<file path="src/rtl/rf_pkg.sv">
// rtl/rf_pkg.sv - shared defaults and types for the scoreboarded register file
// Purpose: default geometry and the bulk-clear FSM state encoding.
// Ports:   none (package).
package rf_pkg;

   localparam int RF_DATA_W   = 8;
   localparam int RF_NUM_REGS = 8;
   localparam int RF_NUM_RD   = 2;

   typedef enum logic [0:0] {RF_IDLE, RF_CLEAR} rf_clr_state_t;

endpackage

</file>
<file path="src/rtl/rf_clr_fsm.sv">
// rtl/rf_clr_fsm.sv - sequenced bulk-clear engine for the register file
// Purpose: walks indices 1..NUM_REGS-1, issuing one zeroing write per cycle.
// Ports:
//   clk, rst        clock, synchronous active-high reset
//   clr_req         start a bulk clear (sampled only in IDLE)
//   idle            FSM is in IDLE (array may accept writes/sets)
//   clr_start       IDLE->CLEAR transition this cycle (busy bits wiped at edge)
//   clr_wr_en       zeroing write to clr_wr_addr this cycle
//   clr_wr_addr     index being zeroed
//   clr_busy        registered, high while in CLEAR
module rf_clr_fsm
   import rf_pkg::*;
#(
   parameter int NUM_REGS = RF_NUM_REGS,
   parameter int AW       = $clog2(NUM_REGS)
) (
   input  logic          clk,
   input  logic          rst,
   input  logic          clr_req,
   output logic          idle,
   output logic          clr_start,
   output logic          clr_wr_en,
   output logic [AW-1:0] clr_wr_addr,
   output logic          clr_busy
);

   localparam logic [AW-1:0] LAST = AW'(NUM_REGS - 1);

   rf_clr_state_t state, state_nxt;
   logic [AW-1:0] cnt, cnt_nxt;

   always_ff @(posedge clk) begin
      if (rst) begin
         state    <= RF_IDLE;
         cnt      <= '0;
         clr_busy <= 1'b0;
      end else begin
         state    <= state_nxt;
         cnt      <= cnt_nxt;
         // Registered copy of the next state so clr_busy rises on the
         // same edge that samples clr_req.
         clr_busy <= (state_nxt == RF_CLEAR);
      end
   end

   always_comb begin
      state_nxt   = state;
      cnt_nxt     = cnt;
      clr_start   = 1'b0;
      clr_wr_en   = 1'b0;
      clr_wr_addr = cnt;
      case (state)
         RF_IDLE: begin
            if (clr_req) begin
               state_nxt = RF_CLEAR;
               cnt_nxt   = AW'(1);   // index 0 is hardwired, never cleared
               clr_start = 1'b1;
            end
         end
         RF_CLEAR: begin
            clr_wr_en = 1'b1;
            if (cnt == LAST) begin
               state_nxt = RF_IDLE;
               cnt_nxt   = '0;
            end else begin
               cnt_nxt = cnt + AW'(1);
            end
         end
         default: state_nxt = RF_IDLE;
      endcase
   end

   assign idle = (state == RF_IDLE);

endmodule

</file>
<file path="src/rtl/rf_scb.sv">
// rtl/rf_scb.sv - multi-port register file with busy scoreboard and bulk clear
// Purpose: register array, per-register busy bits and combinational read ports.
//   Optional macro RF_BYPASS_EN forwards a same-cycle writeback to readers.
// Ports:
//   clk, rst                 clock, synchronous active-high reset
//   w_en, w_addr, w_data     writeback (also clears busy of w_addr)
//   r_addr, r_data, r_busy   NUM_RD packed read ports (port k at slice k)
//   sb_set_en, sb_set_addr   mark a register busy (producer issued)
//   clr_req, clr_busy        bulk clear request / in progress
module rf_scb
   import rf_pkg::*;
#(
   parameter int DATA_W   = RF_DATA_W,
   parameter int NUM_REGS = RF_NUM_REGS,
   parameter int NUM_RD   = RF_NUM_RD,
   parameter int AW       = $clog2(NUM_REGS)
) (
   input  logic                     clk,
   input  logic                     rst,
   input  logic                     w_en,
   input  logic [AW-1:0]            w_addr,
   input  logic [DATA_W-1:0]        w_data,
   input  logic [NUM_RD*AW-1:0]     r_addr,
   output logic [NUM_RD*DATA_W-1:0] r_data,
   output logic [NUM_RD-1:0]        r_busy,
   input  logic                     sb_set_en,
   input  logic [AW-1:0]            sb_set_addr,
   input  logic                     clr_req,
   output logic                     clr_busy
);

   logic [DATA_W-1:0]   regs [NUM_REGS];
   logic [NUM_REGS-1:0] busy;

   logic          idle;
   logic          clr_start;
   logic          clr_wr_en;
   logic [AW-1:0] clr_wr_addr;
   logic          we;
   logic          se;

   rf_clr_fsm #(
      .NUM_REGS (NUM_REGS),
      .AW       (AW)
   ) u_clr_fsm (
      .clk         (clk),
      .rst         (rst),
      .clr_req     (clr_req),
      .idle        (idle),
      .clr_start   (clr_start),
      .clr_wr_en   (clr_wr_en),
      .clr_wr_addr (clr_wr_addr),
      .clr_busy    (clr_busy)
   );

   // A clear starting this cycle takes priority over writeback and set.
   assign we = w_en      && (w_addr      != '0) && idle && !clr_start;
   assign se = sb_set_en && (sb_set_addr != '0) && idle && !clr_start;

   always_ff @(posedge clk) begin
      if (rst) begin
         for (int i = 0; i < NUM_REGS; i++) regs[i] <= '0;
         busy <= '0;
      end else begin
         if (clr_wr_en) regs[clr_wr_addr] <= '0;
         if (we)        regs[w_addr]      <= w_data;
         if (clr_start) busy <= '0;
         if (we)        busy[w_addr]      <= 1'b0;
         // Later assignment wins: a new producer outranks a same-index writeback.
         if (se)        busy[sb_set_addr] <= 1'b1;
      end
   end

   for (genvar k = 0; k < NUM_RD; k++) begin : g_rd
      logic [AW-1:0]     ra;
      logic [DATA_W-1:0] rd;
      logic              rb;

      assign ra = r_addr[k*AW +: AW];

      always_comb begin
         rd = regs[ra];
         rb = busy[ra];
`ifdef RF_BYPASS_EN
         if (we && (ra == w_addr)) begin
            rd = w_data;
            rb = se && (sb_set_addr == ra);
         end
`endif
         if (ra == '0) begin
            rd = '0;
            rb = 1'b0;
         end
      end

      assign r_data[k*DATA_W +: DATA_W] = rd;
      assign r_busy[k]                  = rb;
   end

endmodule

</file>
<file path="config.mk">
export PLATFORM = sky130hd
export DESIGN_NAME = rf_scb
export DESIGN_NICKNAME = d
export VERILOG_FILES = /design/src/rtl/rf_pkg.sv /design/src/rtl/rf_clr_fsm.sv /design/src/rtl/rf_scb.sv
export SDC_FILE = /design/constraint.sdc
export NUM_CORES = 1
export LEC_CHECK = 0
export ABC_AREA = 1
export BUFFER_PORTS_ARGS = -buffer_cell sky130_fd_sc_hd__buf_2
export CORE_MARGIN = 2
export CORE_UTILIZATION = 35
export DETAILED_ROUTE_END_ITERATION = 12
export SYNTH_ARGS = -nofsm -noshare
export SYNTH_HDL_FRONTEND = slang
export SYNTH_SLANG_ARGS = --single-unit
</file>
<file path="constraint.sdc">
create_clock -name clk -period 1.61 [get_ports clk]
set_input_delay 0.161 -clock clk [delete_from_list [all_inputs] [get_ports clk]]
set_output_delay 0.161 -clock clk [all_outputs]
set_load 0.005 [all_outputs]
</file>
==> impl_metrics.tcl <==
set metrics [dict create \
    tns_ns 0 \
    die_area_um2 13700 \
    drc 0 \
    io-pin-count 44 \
    drive_above_1_share 0.270 \
    reg2reg_to "regs[0][1]" \
    slew_viol_final 0 \
    antenna_found_initial 3 \
    fin_crit_ns 1.59 \
    cts_htree_levels 3 \
    core-area_um2 12600 \
    grt_overflow_total 0 \
    wl_per_cell_um 16.2 \
    busiest_layer "met2" \
    io_buffers 43 \
    drt_iter0_drc 433 \
    viasPerCell 5.13 \
    hold_start "sb_set_addr[0]" \
    cp.arrival_ns 1.62 \
    met3_usage 0.0412 \
    grt_pass1_vias 3879 \
    path_class "register to register" \
    rows 41 \
    worstPathRequired_ns 1.65 \
    cts_buffers 9 \
    hold_violations 0 \
    dieWidth_um 117 \
    worstPathMaxFanout 8 \
    cts_root_buf "clkbuf_16" \
    cts_setup_buffers 0 \
    synth-main-ff-cell "edfxtp_1" \
    tritoncts "built" \
    grtUsageMet1 0.274 \
    max_freq_mhz 630 \
    async_flop_share 0 \
    synth-seq-cells 76 \
    r2r_cells 9 \
    drt.antenna.violating_nets 0 \
    numClockSinks 76 \
    hold_buffers 0 \
    gp_congestion 0.886 \
    sw_frac_of_total 0.264 \
    vdd_drop_max_mv 0.497 \
    dpl.hpwl_um 10000 \
    fp.dieH_um 117 \
    skew_ns 0.00463 \
    clock_latency_ns 0.33 \
    syn_to_final_growth_pct 28.9 \
    sequentialPowerShare 0.448 \
    power_switching_w 0.00133 \
    synth.avg_cell_area_um2 8.14 \
    grt_first_pass_wirelength_um 20100 \
    reg2reg_slack_ns 0.02 \
    stdcell_count 807 \
    synth-edff-count 64 \
    crit_end "regs[0][1]" \
    power_density_nw_per_um2 871 \
    p_int_w 0.00370 \
    status "finished clean" \
    min_period_over_period 0.986 \
    r2r_start "u_clr_fsm.clr_busy" \
    clk_pin_slew_ns 0.06 \
    netlist_instances 550 \
    syn_area_um2 4480 \
    startpoint "u_clr_fsm.clr_busy" \
    grt_start_max_net_pins 34 \
    nets 655 \
    synthTopCellsByArea "edfxtp_1, nor2_1, o21ai_0" \
    combPwrFrac 0.158 \
    hp-class "primary input to register" \
    ys_warn_count 0 \
    clock_path_buffers 2 \
    initial_utilization 0.356 \
    cp-start-kind "register" \
    wl_um 13000 \
    synthDistinctLibCells 30 \
    synth_top_cell_by_area "edfxtp_1" \
    seq_area_frac_synth 0.483 \
    leakagePower_nw 2.36 \
    setup_viol 0 \
    num_vias 4136 \
    placed_cells 789 \
    rsz0062_at_grt "true" \
    grt.total_usage 0.196 \
    maxCapViolCount 0 \
    synth_top_area_share 0.429 \
    first_pass_iters 5 \
    cp-end-kind "register" \
    gr-usage-met2 0.304 \
    clkPwrFrac 0.394 \
]
-- power groups by stage --
stage               Combinational, W  Clock, W  Sequential [W]
global placement            0.000724         0         0.00229
floorplan                   0.000451         0         0.00228
detailed placement          0.000737         0         0.00229
CTS                         0.000748   0.00202         0.00225
global route                0.000875   0.00209         0.00226
finish                      0.000793   0.00198         0.00226
-- logic make-up after synthesis --
group	after synthesis	share of synthesized area
simple gates	251	0.269
compound gates	141	0.169
buf+inv	79	0.0724
flops	76	0.483
fa+ha+maj	2	0.00559
other cells	1	0.000838
-- Yosys cell counts, types with 2 or more instances --
cell type,instances
nand2_2,5
a22oi_1,2
clkbuf_1,11
nor2_1,97
nand4_1,9
buf_2,10
clkinv_1,6
nand4_2,2
and3_1,2
nor2_4,3
edfxtp_1,64
nor2_2,2
inv_2,2
nand3_1,30
dfxtp_1,12
buf_4,2
o211ai_1,18
buf_1,3
a21oi_1,48
nor2_8,3
nand2_1,86
ha_1,2
inv_1,44
o21ai_0,72
nand2_4,10
-- layer usage --
metal | up-vias | routed length [um]
li1 | 2022 | -
met2 | 159 | 5810
met1 | 1931 | 5980
met5 | - | 14
met4 | 2 | 245
met3 | 22 | 996
-- repair_timing --
action                     4_1_cts  5_1_grt
setup endpoints to repair       44      135
gates resized for setup          9       65
pin swaps                        2       20
-- per-stage QoR --
step	hold WS, ns	instance area (um2)	power (W)	setup slack [ns]	utilization
final	0.132	5770	0.00503	0.0221	0.459
after CTS	0.118	5600	0.00502	-0.0246	0.446
after floorplan	0.305	4520	0.00273	0.00637	-
after global placement	0.461	5270	0.00302	-0.0309	0.419
after global routing	0.151	5770	0.00523	-0.0701	0.459
after detailed placement	0.466	5270	0.00303	-0.0817	0.419
-- area by class of cell --
| type | count | area [um2] |
|---|---|---|
| clock buffer | 10 | 229 |
| tap | 172 | 215 |
| inverter | 52 | 199 |
| fill | 1239 | 6800 |
| timing repair buffer | 87 | 671 |
| antenna | 2 | 5.00 |
| multi-input combinational | 402 | 2220 |
| sequential | 76 | 2160 |
| clock inverter | 6 | 65.1 |
-- sequential cells by signal (all words and copies together) (netlist names) --
signal / count
regs: 64
busy: 8
u_clr_fsm.clr_wr_addr: 3
u_clr_fsm.clr_busy: 1
-- critical path, cell delays in order, from the launching register on --
cell,delay (ns)
dfxtp_2,0.32
inv_2,0.07
nand2_4,0.06
nor2_8,0.13
nand2_1,0.06
nand2_1,0.11
nand2_4,0.10
nor2_8,0.18
nand2_2,0.10
nand2_4,0.15
-- cells in the final DEF (no fill, tap or decap), drive strengths merged, types with 2 or more instances in the layout --
cell type	n
nor2	105
nand2	101
buf	87
o21ai	72
edfxtp	64
a21oi	48
inv	45
nand3	31
o211ai	18
dfxtp	12
nand4	11
clkbuf	10
conb	8
clkinv	8
clkinvlp	4
diode	2
and3	2
a22oi	2
ha	2
-- worst min-delay path by stage --
stage | end | slack (ns) | cells past startpoint
6_report | busy[7] | 0.13 | 3
3_3_place_gp | busy[7] | 0.46 | 3
3_5_place_dp | busy[7] | 0.47 | 3
5_1_grt | busy[3] | 0.15 | 3
2_1_floorplan | busy[7] | 0.30 | 2
4_1_cts | busy[7] | 0.12 | 3
(Power assumes the default switching activity.)
